File: config.mk
export PLATFORM = sky130hd
export DESIGN_NAME = mem_arbiter_flat
export DESIGN_NICKNAME = d
export VERILOG_FILES = /design/src/rtl/mem_arbiter_if.sv /design/src/rtl/mem_arbiter.sv /design/src/flat_wrapper.sv
export SDC_FILE = /design/constraint.sdc
export NUM_CORES = 1
export LEC_CHECK = 0
export ABC_AREA = 0
export BUFFER_PORTS_ARGS = -buffer_cell sky130_fd_sc_hd__buf_2
export CORE_MARGIN = 4
export CORE_UTILIZATION = 52
export CTS_BUF_LIST = sky130_fd_sc_hd__clkbuf_2
export DETAILED_ROUTE_END_ITERATION = 7
export HOLD_SLACK_MARGIN = 0.1
export PLACE_DENSITY_LB_ADDON = 0.08
export SLEW_MARGIN = 10
export SYNTH_ARGS = -nofsm -noshare
export SYNTH_HDL_FRONTEND = slang
export SYNTH_SLANG_ARGS = --single-unit
File: constraint.sdc
create_clock -name clk -period 3.8 [get_ports clk]
set_input_delay 0.76 -clock clk [delete_from_list [all_inputs] [get_ports clk]]
set_output_delay 0.76 -clock clk [all_outputs]
set_load 0.01 [all_outputs]
File: src/rtl/mem_arbiter_if.sv
// Bundle of the fetch, data and memory-side handshake signals of mem_arbiter.
// master: requesters plus memory model; slave: the arbiter itself.
interface mem_arbiter_if;
  logic        i_req;
  logic [31:0] i_addr;
  logic [31:0] i_rdata;
  logic        i_ack;

  logic        d_req;
  logic        d_we;
  logic [31:0] d_addr;
  logic [31:0] d_wdata;
  logic [31:0] d_rdata;
  logic        d_ack;

  logic        mem_en;
  logic        mem_we;
  logic [31:0] mem_addr;
  logic [31:0] mem_wdata;
  logic [31:0] mem_rdata;
  logic        mem_ready;

  logic        err;

  modport master (
    output i_req, i_addr, d_req, d_we, d_addr, d_wdata, mem_rdata, mem_ready,
    input  i_rdata, i_ack, d_rdata, d_ack, mem_en, mem_we, mem_addr, mem_wdata, err
  );

  modport slave (
    input  i_req, i_addr, d_req, d_we, d_addr, d_wdata, mem_rdata, mem_ready,
    output i_rdata, i_ack, d_rdata, d_ack, mem_en, mem_we, mem_addr, mem_wdata, err
  );
endinterface

File: src/rtl/mem_arbiter.sv
// Two-port (fetch/data) arbiter in front of a single-ported memory with access timeout.
// Define MEM_ARBITER_RR_EN for round-robin on simultaneous requests; otherwise data wins.
module mem_arbiter (
  input  logic         clk,
  input  logic         rst,
  mem_arbiter_if.slave bus
);
  // state | meaning
  // IDLE  | no access; arbitrate and latch winner
  // BUSY  | memory access in progress, waiting for mem_ready or timeout
  // DONE  | one-cycle ack (and err if timed out) to the owner
  typedef enum logic [1:0] {IDLE, BUSY, DONE} state_t;

  state_t      state;
  state_t      state_nxt;
  logic        owner_d;
  logic        we_lat;
  logic [31:0] addr_lat;
  logic [31:0] wdata_lat;
  logic [31:0] irdata;
  logic [31:0] drdata;
  logic [8:0]  wait_cnt;
  logic        err_armed;
  logic        grant_i;
  logic        grant_d;
  logic        prefer_d;
  logic        timeout;
  logic        finish;
  logic        en;
  logic        we;
  logic        ack_i;
  logic        ack_d;
  logic        err_p;

`ifdef MEM_ARBITER_RR_EN
  logic last_d;

  assign prefer_d = ~last_d;

  always_ff @(posedge clk or negedge rst) begin
    if (!rst) begin
      last_d <= 1'b1;
    end else if (state == IDLE && (grant_i || grant_d)) begin
      last_d <= grant_d;
    end
  end
`else
  assign prefer_d = 1'b1;
`endif

  assign grant_d = bus.d_req & (~bus.i_req | prefer_d);
  assign grant_i = bus.i_req & ~grant_d;
  // Abort only once 256 not-ready cycles have already elapsed; a late ready still completes
  assign timeout = (wait_cnt == 9'd256) & ~bus.mem_ready;
  assign finish  = bus.mem_ready | timeout;

  always_ff @(posedge clk or negedge rst) begin
    if (!rst) begin
      state <= IDLE;
    end else begin
      state <= state_nxt;
    end
  end

  always_comb begin
    state_nxt = state;
    en        = 1'b0;
    we        = 1'b0;
    ack_i     = 1'b0;
    ack_d     = 1'b0;
    err_p     = 1'b0;
    case (state)
      IDLE: begin
        if (grant_i || grant_d) state_nxt = BUSY;
      end
      BUSY: begin
        en = 1'b1;
        we = we_lat;
        if (finish) state_nxt = DONE;
      end
      DONE: begin
        ack_i     = ~owner_d;
        ack_d     = owner_d;
        err_p     = err_armed;
        state_nxt = IDLE;
      end
      default: state_nxt = IDLE;
    endcase
  end

  always_ff @(posedge clk or negedge rst) begin
    if (!rst) begin
      owner_d   <= 1'b0;
      we_lat    <= 1'b0;
      addr_lat  <= '0;
      wdata_lat <= '0;
      irdata    <= '0;
      drdata    <= '0;
      wait_cnt  <= '0;
      err_armed <= 1'b0;
    end else begin
      case (state)
        IDLE: begin
          if (grant_i || grant_d) begin
            owner_d   <= grant_d;
            addr_lat  <= grant_d ? bus.d_addr : bus.i_addr;
            we_lat    <= grant_d & bus.d_we;
            wait_cnt  <= '0;
            err_armed <= 1'b0;
            if (grant_d) wdata_lat <= bus.d_wdata;
          end
        end
        BUSY: begin
          if (finish) begin
            err_armed <= ~bus.mem_ready;
            if (!owner_d) begin
              irdata <= bus.mem_ready ? bus.mem_rdata : 32'hDEAD_BEEF;
            end else if (!we_lat) begin
              drdata <= bus.mem_ready ? bus.mem_rdata : 32'hDEAD_BEEF;
            end
          end else begin
            wait_cnt <= wait_cnt + 9'd1;
          end
        end
        default: ;
      endcase
    end
  end

  assign bus.mem_en    = en;
  assign bus.mem_we    = we;
  assign bus.mem_addr  = addr_lat;
  assign bus.mem_wdata = wdata_lat;
  assign bus.i_rdata   = irdata;
  assign bus.d_rdata   = drdata;
  assign bus.i_ack     = ack_i;
  assign bus.d_ack     = ack_d;
  assign bus.err       = err_p;
endmodule
File: src/flat_wrapper.sv
// flat-port wrapper written by rule: the top's interface ports become plain ports
module mem_arbiter_flat 
  (clk, rst, bus_i_req, bus_i_addr, bus_d_req, bus_d_we, bus_d_addr, bus_d_wdata, bus_mem_rdata, bus_mem_ready, bus_i_rdata, bus_i_ack, bus_d_rdata, bus_d_ack, bus_mem_en, bus_mem_we, bus_mem_addr, bus_mem_wdata, bus_err);
  mem_arbiter_if bus_i ();
  input  logic clk;
  input  logic rst;
  input wire logic [$bits(bus_i.i_req)-1:0] bus_i_req;
  input wire logic [$bits(bus_i.i_addr)-1:0] bus_i_addr;
  input wire logic [$bits(bus_i.d_req)-1:0] bus_d_req;
  input wire logic [$bits(bus_i.d_we)-1:0] bus_d_we;
  input wire logic [$bits(bus_i.d_addr)-1:0] bus_d_addr;
  input wire logic [$bits(bus_i.d_wdata)-1:0] bus_d_wdata;
  input wire logic [$bits(bus_i.mem_rdata)-1:0] bus_mem_rdata;
  input wire logic [$bits(bus_i.mem_ready)-1:0] bus_mem_ready;
  output wire logic [$bits(bus_i.i_rdata)-1:0] bus_i_rdata;
  output wire logic [$bits(bus_i.i_ack)-1:0] bus_i_ack;
  output wire logic [$bits(bus_i.d_rdata)-1:0] bus_d_rdata;
  output wire logic [$bits(bus_i.d_ack)-1:0] bus_d_ack;
  output wire logic [$bits(bus_i.mem_en)-1:0] bus_mem_en;
  output wire logic [$bits(bus_i.mem_we)-1:0] bus_mem_we;
  output wire logic [$bits(bus_i.mem_addr)-1:0] bus_mem_addr;
  output wire logic [$bits(bus_i.mem_wdata)-1:0] bus_mem_wdata;
  output wire logic [$bits(bus_i.err)-1:0] bus_err;
  assign bus_i.i_req = bus_i_req;
  assign bus_i.i_addr = bus_i_addr;
  assign bus_i.d_req = bus_d_req;
  assign bus_i.d_we = bus_d_we;
  assign bus_i.d_addr = bus_d_addr;
  assign bus_i.d_wdata = bus_d_wdata;
  assign bus_i.mem_rdata = bus_mem_rdata;
  assign bus_i.mem_ready = bus_mem_ready;
  assign bus_i_rdata = bus_i.i_rdata;
  assign bus_i_ack = bus_i.i_ack;
  assign bus_d_rdata = bus_i.d_rdata;
  assign bus_d_ack = bus_i.d_ack;
  assign bus_mem_en = bus_i.mem_en;
  assign bus_mem_we = bus_i.mem_we;
  assign bus_mem_addr = bus_i.mem_addr;
  assign bus_mem_wdata = bus_i.mem_wdata;
  assign bus_err = bus_i.err;
  mem_arbiter u_core (.clk(clk), .rst(rst), .bus(bus_i));
endmodule
==> flow_metrics.env, run 1 <==
export IMPL_outcome="finished clean"
export IMPL_cts_htree_levels=4
export IMPL_crit_chain="nand2b_1, inv_2, and2_1, buf_2"
export IMPL_cts_tree="done"
export IMPL_timing_hold_violations_final=0
export IMPL_detail_route_vias_per_cell=5.47
export IMPL_port_buffers=266
export IMPL_starting_density_of_the_core=0.532
export IMPL_die_h_um=114
export IMPL_final_max_slew_viol_count=0
export IMPL_post_synth_main_area_contributors="sky130_fd_sc_hd__dfrtp_1 (61%), sky130_fd_sc_hd__o32a_1 (8.3%), sky130_fd_sc_hd__mux2_2 (6.2%)"
export IMPL_antenna_found_initial=0
export IMPL_worstHoldPathType="in -> reg"
export IMPL_cts_made_buffers=17
export IMPL_layout_common_cells="sky130_fd_sc_hd__buf_2 (265), sky130_fd_sc_hd__dfrtp_1 (142), sky130_fd_sc_hd__o32a_1 (48)"
export IMPL_drt_initial_drc_count=337
export IMPL_synth_cell_types=40
export IMPL_setup_worst_path_end_class="output pin"
export IMPL_via_total_after_detailed_routing=4696
export IMPL_routed_wire_length_per_instance_um=17.7
export IMPL_syn2layout_area_growth_pct=28.3
export IMPL_num_nets_final=842
export IMPL_p_leak_nw=3.63
export IMPL_fp_dieW_um=114
export IMPL_whs_ns=0.257
export IMPL_clk_pin_slew_ns=0.20
export IMPL_timing_worst_setup_path_type="reg -> out"
export IMPL_fp_dieArea_mm2=0.0129
export IMPL_post_detailed_routing_wire_length_mm=15.2
export IMPL_ctsResizeCount=0
export IMPL_grt_first_pass_wirelength_mm=24.4
export IMPL_finalSetupViolations=0
export IMPL_grt_start_max_net_pins=82
export IMPL_post_synth_cell_area_avg_um2=12.9
export IMPL_synth_seq_area_share=0.614
export IMPL_route_antenna_remaining_nets=0
export IMPL_min_period_ns=2.85
export IMPL_synth_warning_count=0
export IMPL_worst_ep_required_time_ns=3.04
export IMPL_synthDominantAreaCellType="sky130_fd_sc_hd__dfrtp_1"
export IMPL_route_met3_wl_mm=1.24
export IMPL_cts_max_path_buffers=2
export IMPL_worst_slew_margin_rel=0.367
export IMPL_drv_max_cap_violation_count=0
export IMPL_finalClockSkew_ns=0.0270
export IMPL_synthDominantCellAreaShare=0.614
export IMPL_fillCellCount=855
export IMPL_power_switching_share=0.395
export IMPL_net_count_synth=585
export IMPL_critical_path_max_stage_delay_ns=0.45
export IMPL_min_period_over_period=0.749
export IMPL_post_cts_buffers=0
export IMPL_grt_usage=0.239
export IMPL_drt_pre_antenna_iters=4
export IMPL_grt_pass1_vias=4838
export IMPL_cts_sinks=142
export IMPL_worst_pin_slew_ns=0.947
export IMPL_crit_arrival_ns=2.09
export IMPL_vdd_ir_drop_max_uv=425
export IMPL_area_sequential_mm2=0.00355
export IMPL_maxClockFrequency_mhz=351
export IMPL_clk_root_buf="sky130_fd_sc_hd__clkbuf_2"
export IMPL_layout_cells_most_common="sky130_fd_sc_hd__buf_2"
export IMPL_routed_wl_met2_mm=7.64
export IMPL_rsz0062_at_grt="false"
export IMPL_ios=267
export IMPL_cp_start_kind="register"
export IMPL_worstPathMaxFanout=10
export IMPL_drt_drc_violations_left=0
export IMPL_num_antenna_cells=0
export IMPL_power_per_cell_area_mw_per_mm2=793
export IMPL_postSynthRegisterBits=142
export IMPL_place_detailed_instances=826
export IMPL_routabilityCongestion=0.819
export IMPL_rows=38
export IMPL_stdcell_count=859
export IMPL_power_internal_mw=3.56
export IMPL_drive_gt1_frac=0.481
export IMPL_switching_power_mw=2.33
export IMPL_worst_skew_pair_later_pin_latency_ns=0.71
export IMPL_core_mm2=0.0109
export IMPL_tns_ns=0
export IMPL_detailed_place_hpwl_mm=11.0
export IMPL_met1Wirelength_mm=5.99
export IMPL_pwr_share_comb=0.429
export IMPL_synthesis_area_mm2=0.00579
export IMPL_worst_path_max_delay_cell="sky130_fd_sc_hd__dfrtp_1"
export IMPL_grt_remaining_overflow=0
export IMPL_clkPwrFrac=0.126
export IMPL_topRoutingLayerUsed="met4"
export IMPL_pwr_share_seq=0.445
export IMPL_postSynthCellCount=449
export IMPL_multi_input_area_mm2=0.00207
export IMPL_reg2reg_setup_slack_ns=1.51
layout make-up:
class                   count  share of cell area
multi-input cells         267               0.279
clock buffers              18              0.0121
inverters                   3             0.00152
repair buffers            275               0.191
flip-flops and latches    142               0.479
well taps                 140              0.0236
clock inverters            14              0.0138
critical path, delay by kind of cell, from the launching register on:
family	cells	cell delay (ns)
buf+inv	2	0.31
flops	1	0.45
simple gates	2	0.62
power by group through the flow:
stage          sequential (mW)  combinational, mW  clock (mW)
6_report                  2.62               2.53       0.744
3_5_place_dp              2.65               2.57           0
3_3_place_gp              2.62               2.49           0
5_1_grt                   2.72               2.76       0.842
4_1_cts                   2.62               2.57       0.775
2_1_floorplan             2.92               1.16           0
cells in the mapped netlist, drive strengths merged:
cell	number
o21ai	39
o21a	2
o31ai	3
a31oi	3
and3b	2
nand3	5
nor2	4
buf	18
mux2i	32
a211o	1
nand2b	2
inv	3
o2bb2ai	16
a21o	2
and4bb	1
a211oi	1
and2	3
nor4	1
a41oi	1
nor3	4
nand4	1
mux2	32
ha	2
nor3b	1
a22o	1
o32a	48
nand2	47
a21oi	7
dfrtp	142
or3	4
clkbuf	19
a31o	2
through the flow:
stage | power (mW) | setup WS [ns] | util | area [µm²]
2_1_floorplan | 4.08 | 1.83 | - | 5790
3_3_place_gp | 5.11 | 1.65 | 0.663 | 7220
3_5_place_dp | 5.22 | 1.54 | 0.663 | 7220
4_1_cts | 5.96 | 0.881 | 0.682 | 7430
5_1_grt | 6.32 | 0.762 | 0.682 | 7430
6_report | 5.89 | 0.952 | 0.682 | 7430
sequential cells by signal (all words and copies together), names as in the netlist:
name	cells
u_core.wait_cnt	9
u_core.owner_d	1
u_core.err_armed	1
u_core.state	2
u_core.bus.i_rdata	32
u_core.bus.mem_wdata	32
u_core.bus.mem_addr	32
u_core.bus.d_rdata	32
u_core.we_lat	1
logic make-up after synthesis:
family,count (synthesis),synth area share
DFF,142,0.614
AOI/OAI and AO/OA,126,0.170
and+or+nand+nor,75,0.0646
muxes,64,0.118
buffers and inverters,40,0.0300
adders and majority gates,2,0.00432
per-layer routing:
metal | vias up | GRT usage
met4 | 0 | 0.0873
met3 | 24 | 0.0753
met2 | 185 | 0.404
met5 | - | 0
met1 | 2290 | 0.287
li1 | 2197 | -
timing repair:
item,in CTS,in global routing
endpoints found under the hold margin,80,0
hold buffers,1,0
endpoints found under the setup margin,0,0
worst paths after layout:
kind / startpoint / end / depth (start not counted)
worst min register to register: u_core.bus.mem_addr[10]$_DFFE_PN0P_ / u_core.bus.mem_addr[10]$_DFFE_PN0P_ / 2
max in group asynchronous: rst / u_core.bus.mem_wdata[17]$_DFFE_PN0P_ / 3
worst min-delay path: bus_d_wdata[29] / u_core.bus.mem_wdata[29]$_DFFE_PN0P_ / 2
worst max register to register: u_core.owner_d$_DFFE_PN0P_ / u_core.bus.d_rdata[26]$_DFFE_PN0P_ / 4
min in group asynchronous: rst / u_core.bus.i_rdata[15]$_DFFE_PN0P_ / 2
worst max-delay path: u_core.state[1]$_DFFE_PN0P_ / bus_mem_we / 4
(Power assumes the default switching activity.)
==> run 2, diff against run 1 <==
CORE_UTILIZATION = 48   (was 52)
clock period = 2.75 ns   (was 3.8 ns; I/O delays follow)
==> run 2 against run 1 <==
Against the previous run: cell area grew 15%; clock-buffer cell count stayed put; sequential cell count unchanged; first-iteration DRC count unchanged; non-clock buffer count grew 111; critical endpoint is now bus_d_ack; largest power group is now combinational logic.
==> flow_metrics.env, run 2 (synthesis results as in run 1) <==
export IMPL_outcome="finished clean"
export IMPL_cts_tree="done"
export IMPL_power_per_cell_area_mw_per_mm2=984
export IMPL_p_total_mw=8.43
export IMPL_drt_pre_antenna_iters=4
export IMPL_route_antenna_remaining_nets=0
export IMPL_area_sequential_mm2=0.00355
export IMPL_drt_drc_violations_left=0
export IMPL_grt_first_pass_wirelength_mm=27.9
export IMPL_cts_made_buffers=17
export IMPL_num_nets_final=953
export IMPL_grt_remaining_overflow=0
export IMPL_antenna_found_initial=1
export IMPL_layout_common_cells="sky130_fd_sc_hd__buf_2 (265), sky130_fd_sc_hd__dfrtp_1 (142), sky130_fd_sc_hd__dlygate4sd3_1 (109)"
export IMPL_timing_hold_violations_final=0
export IMPL_clk_pin_slew_ns=0.20
export IMPL_worstHoldPathType="in -> reg"
export IMPL_min_period_over_period=0.906
export IMPL_post_detailed_routing_wire_length_mm=17.0
export IMPL_drt_initial_drc_count=337
export IMPL_cts_htree_levels=4
export IMPL_fillCellCount=820
export IMPL_crit_chain="buf_4, and3b_1, buf_2"
export IMPL_detailed_place_hpwl_mm=11.1
export IMPL_vdd_ir_drop_max_uv=584
export IMPL_critical_path_max_stage_delay_ns=0.46
export IMPL_core_mm2=0.0116
export IMPL_worst_pin_slew_ns=0.981
export IMPL_post_cts_buffers=0
export IMPL_finalClockSkew_ns=0.0258
export IMPL_multi_input_area_mm2=0.00208
export IMPL_port_buffers=266
export IMPL_clk_root_buf="sky130_fd_sc_hd__clkbuf_2"
export IMPL_layout_cells_most_common="sky130_fd_sc_hd__buf_2"
export IMPL_grt_start_max_net_pins=70
export IMPL_cts_sinks=142
export IMPL_p_leak_nw=4.11
export IMPL_finalSetupViolations=0
export IMPL_worst_slew_margin_rel=0.344
export IMPL_maxClockFrequency_mhz=401
export IMPL_worst_path_max_delay_cell="sky130_fd_sc_hd__dfrtp_1"
export IMPL_min_period_ns=2.49
export IMPL_crit_arrival_ns=1.94
export IMPL_final_max_slew_viol_count=0
export IMPL_cts_max_path_buffers=2
export IMPL_routabilityCongestion=0.857
export IMPL_tns_ns=0
export IMPL_drv_max_cap_violation_count=0
export IMPL_rows=39
export IMPL_worst_ep_required_time_ns=2.20
export IMPL_die_h_um=118
export IMPL_detail_route_vias_per_cell=5.33
export IMPL_fp_dieW_um=118
export IMPL_setup_worst_path_end_class="output pin"
export IMPL_cp_start_kind="register"
export IMPL_ios=267
export IMPL_routed_wire_length_per_instance_um=17.5
export IMPL_syn2layout_area_growth_pct=47.9
export IMPL_grt_usage=0.247
export IMPL_via_total_after_detailed_routing=5187
export IMPL_timing_worst_setup_path_type="reg -> out"
export IMPL_drive_gt1_frac=0.418
export IMPL_worst_skew_pair_later_pin_latency_ns=0.69
export IMPL_worstPathMaxFanout=35
export IMPL_rsz0062_at_grt="false"
export IMPL_grt_pass1_vias=5558
export IMPL_starting_density_of_the_core=0.498
export IMPL_fp_dieArea_mm2=0.0139
[run 2: cell count changes in the layout (fill, tap and decap cells not counted)]
| cell | delta |
|---|---|
| sky130_fd_sc_hd__nand2b_2 | +1 |
| sky130_fd_sc_hd__diode_2 | +1 |
| sky130_fd_sc_hd__clkinv_2 | -4 |
| sky130_fd_sc_hd__dlygate4sd3_1 | +108 |
| sky130_fd_sc_hd__nand2b_1 | -1 |
| sky130_fd_sc_hd__clkinv_1 | +3 |
| sky130_fd_sc_hd__clkinvlp_4 | -2 |
| sky130_fd_sc_hd__bufinv_16 | +1 |
| sky130_fd_sc_hd__clkinv_4 | +2 |
| sky130_fd_sc_hd__buf_4 | +3 |
[run 2: per-layer routing]
layer | vias to the layer above | share of wire | global-route usage
li1 | 2425 | - | -
met1 | 2495 | 0.39 | 0.284
met2 | 222 | 0.51 | 0.430
met3 | 45 | 0.064 | 0.0668
met4 | 0 | 0.030 | 0.113
met5 | - | 0 | 0
[run 2: final cells by class]
class | count | share of cell area
antenna | 1 | 0.000292
timing repair buffer | 386 | 0.295
inverter | 3 | 0.00132
clock buffer | 18 | 0.0105
tap | 143 | 0.0209
sequential | 142 | 0.415
multi-input combinational | 267 | 0.242
clock inverter | 14 | 0.0148
[run 2: report_power, final]
part           switching [mW]  internal (mW)
sequential              0.562           3.05
combinational            2.01           1.69
clock                   0.718          0.401
[run 2: worst max-delay path, delay by kind of cell, from the launching register on]
kind	cells	cell delay, ns
buf+inv	2	0.58
flops	1	0.46
simple gates	1	0.21
[run 2: metrics by stage]
stage,cells,area [µm²],utilization,worst slack [ns],hold WS (ns)
3_5_place_dp,832,7250,0.624,0.575,0.465
2_1_floorplan,449,5790,-,0.985,0.254
4_1_cts,973,8560,0.737,0.0730,0.100
6_report,974,8560,0.737,0.259,0.182
3_3_place_gp,832,7250,0.624,0.631,0.458
5_1_grt,974,8560,0.737,0.0940,0.110
[run 2: final timing paths]
check                      slack, ns                           startpoint                                   to  depth (start not counted)
max in group asynchronous       1.58                                  rst   u_core.bus.mem_addr[2]$_DFFE_PN0P_                          3
min reg2reg                     0.50  u_core.bus.mem_addr[28]$_DFFE_PN0P_  u_core.bus.mem_addr[28]$_DFFE_PN0P_                          2
min in group asynchronous       0.41                                  rst   u_core.bus.d_rdata[13]$_DFFE_PN0P_                          2
max                             0.26           u_core.owner_d$_DFFE_PN0P_                            bus_d_ack                          3
min                             0.18                       bus_d_addr[28]  u_core.bus.mem_addr[28]$_DFFE_PN0P_                          3
max reg2reg                     0.49       u_core.wait_cnt[0]$_DFFE_PN0P_    u_core.bus.d_rdata[0]$_DFFE_PN0P_                          6
[run 2: repair_timing]
item                       4_1_cts  5_1_grt
hold buffers                   109        0
hold endpoints to repair       187        0
setup endpoints to repair        0        1
resized for setup                0        1
==> run 3, diff against run 2 <==
CORE_ASPECT_RATIO = 1.2   (was not set)
==> run 3 against run 2 <==
Against the previous run: worst hold slack lost 0.016 ns; largest power group is now registers; maximum frequency increased by 2.2%; highest routed layer unchanged; largest cell class unchanged; die area about the same.
==> flow_metrics.env, run 3 (synthesis results as in run 1) <==
export IMPL_worst_path_max_delay_cell="sky130_fd_sc_hd__dfrtp_1"
export IMPL_clk_pin_slew_ns=0.20
export IMPL_drive_gt1_frac=0.438
export IMPL_port_buffers=266
export IMPL_starting_density_of_the_core=0.496
export IMPL_grt_remaining_overflow=0
export IMPL_grt_first_pass_wirelength_mm=25.6
export IMPL_cts_max_path_buffers=2
export IMPL_rsz0062_at_grt="false"
export IMPL_crit_arrival_ns=1.89
export IMPL_worstPathMaxFanout=10
export IMPL_grt_start_max_net_pins=59
export IMPL_cts_sinks=142
export IMPL_routed_wire_length_per_instance_um=17.2
export IMPL_hold_path_startpoint="bus_i_addr[6]"
export IMPL_die_h_um=128
export IMPL_crit_chain="nand2b_2, inv_2, and2_1, buf_2"
export IMPL_critical_path_max_stage_delay_ns=0.46
export IMPL_fp_dieW_um=108
export IMPL_cell_count_of_the_worst_hold_path=3
export IMPL_post_detailed_routing_wire_length_mm=16.5
export IMPL_drt_pre_antenna_iters=5
export IMPL_num_nets_final=922
export IMPL_final_max_slew_viol_count=0
export IMPL_worst_ep_required_time_ns=2.20
export IMPL_maxClockFrequency_mhz=410
export IMPL_reg2reg_setup_slack_ns=0.55
export IMPL_r2r_end="u_core.bus.d_rdata[13]$_DFFE_PN0P_"
export IMPL_routabilityCongestion=0.800
export IMPL_clk_root_buf="sky130_fd_sc_hd__clkbuf_2"
export IMPL_syn2layout_area_growth_pct=45.2
export IMPL_power_per_cell_area_mw_per_mm2=1060
export IMPL_core_mm2=0.0117
export IMPL_detailed_place_hpwl_mm=11.2
export IMPL_route_antenna_remaining_nets=0
export IMPL_cts_tree="done"
export IMPL_layout_cells_most_common="sky130_fd_sc_hd__buf_2"
export IMPL_antenna_found_initial=1
export IMPL_drt_initial_drc_count=206
export IMPL_timing_hold_violations_final=0
export IMPL_rows=43
export IMPL_worst_skew_pair_later_pin_latency_ns=0.66
export IMPL_grt_pass1_vias=5300
export IMPL_cts_made_buffers=17
export IMPL_min_period_ns=2.44
export IMPL_drt_drc_violations_left=0
export IMPL_worstHoldPathType="in -> reg"
export IMPL_fillCellCount=855
export IMPL_timing_worst_setup_path_type="reg -> out"
export IMPL_post_cts_buffers=0
export IMPL_min_period_over_period=0.886
export IMPL_fp_dieArea_mm2=0.0139
export IMPL_via_total_after_detailed_routing=5111
export IMPL_worst_pin_slew_ns=0.914
export IMPL_worst_slew_margin_rel=0.388
export IMPL_p_leak_nw=4.05
export IMPL_min_delay_worst_endpoint="u_core.bus.mem_addr[6]$_DFFE_PN0P_"
export IMPL_ios=267
export IMPL_finalSetupViolations=0
export IMPL_detail_route_vias_per_cell=5.34
export IMPL_reg2reg_depth=6
export IMPL_vdd_ir_drop_max_uv=634
export IMPL_finalClockSkew_ns=0.0182
export IMPL_tns_ns=0
export IMPL_drv_max_cap_violation_count=0
export IMPL_layout_common_cells="sky130_fd_sc_hd__buf_2 (265), sky130_fd_sc_hd__dfrtp_1 (142), sky130_fd_sc_hd__dlygate4sd3_1 (78)"
export IMPL_setup_worst_path_end_class="output pin"
export IMPL_cp_start_kind="register"
export IMPL_grt_usage=0.233
export IMPL_cts_htree_levels=4
export IMPL_outcome="finished clean"
export IMPL_r2r_start="u_core.wait_cnt[0]$_DFFE_PN0P_"
export IMPL_final_util=0.720
==> run 3: cell types whose count changed in the layout (fill, tap and decap cells not counted), moves of 2 or more <==
cell	delta
sky130_fd_sc_hd__clkinv_2	-2
sky130_fd_sc_hd__clkbuf_2	+2
sky130_fd_sc_hd__clkinvlp_4	-2
sky130_fd_sc_hd__bufinv_16	+5
sky130_fd_sc_hd__dlygate4sd3_1	-31
sky130_fd_sc_hd__clkinv_1	-3
==> run 3: stage by stage <==
| step | instances | setup WS (ns) | area, µm² | hold WS, ns | power, mW |
|---|---|---|---|---|---|
| after global placement | 846 | 0.622 | 7280 | 0.459 | 7.10 |
| final | 957 | 0.313 | 8410 | 0.166 | 8.87 |
| after detailed placement | 846 | 0.586 | 7280 | 0.465 | 7.22 |
| after CTS | 941 | 0.105 | 8250 | 0.100 | 8.88 |
| after global routing | 957 | 0.123 | 8410 | 0.0958 | 9.48 |
| after floorplan | 449 | 0.985 | 5790 | 0.254 | 5.64 |
==> run 3: per-layer routing <==
metal	up-vias	part of all wire	wire length (µm)	track usage
li1	2354	-	-	-
met1	2508	0.38	6280	0.275
met3	19	0.083	1370	0.0730
met5	-	0	0	0
met2	230	0.52	8590	0.411
met4	0	0.014	225	0.0661
==> run 3: worst max path at each step <==
| stage | startpoint | to | slack, ns | cells after the start |
|---|---|---|---|---|
| floorplan | bus_d_req | u_core.bus.mem_wdata[10]$_DFFE_PN0P_ | 0.99 | 5 |
| global placement | u_core.wait_cnt[0]$_DFFE_PN0P_ | u_core.bus.d_rdata[10]$_DFFE_PN0P_ | 0.62 | 6 |
| detailed placement | u_core.wait_cnt[0]$_DFFE_PN0P_ | u_core.bus.d_rdata[30]$_DFFE_PN0P_ | 0.59 | 6 |
| CTS | u_core.state[1]$_DFFE_PN0P_ | bus_mem_we | 0.10 | 4 |
| global route | u_core.state[1]$_DFFE_PN0P_ | bus_mem_we | 0.12 | 4 |
| finish | u_core.state[1]$_DFFE_PN0P_ | bus_mem_we | 0.31 | 4 |
==> run 3: power by group <==
part	internal [mW]	switching, mW	total (mW)
clock	0.878	0.730	1.61
combinational	1.66	1.96	3.62
sequential	3.05	0.591	3.64
total	5.59	3.28	8.87
==> run 3: worst max-delay path: cells and delay by family (launching register included) <==
family,cells,cell delay [ns]
and+or+nand+nor,2,0.46
DFF,1,0.46
buffers and inverters,2,0.32
==> run 3: timing repair <==
item / CTS / global route
endpoints found under the hold margin: 139 / 13
gates resized for setup: 0 / 1
setup endpoints to repair: 0 / 1
hold buffers: 63 / 15
==> run 3: cell type report <==
cell class | count | area [µm²] | share of cell area
clock buffer | 20 | 100 | 0.0119
tap | 157 | 196 | 0.0234
sequential | 142 | 3550 | 0.423
antenna | 1 | 2.50 | 0.000298
timing repair buffer | 355 | 2230 | 0.265
inverter | 3 | 11.3 | 0.00134
multi-input combinational | 267 | 2080 | 0.247
clock inverter | 12 | 240 | 0.0286
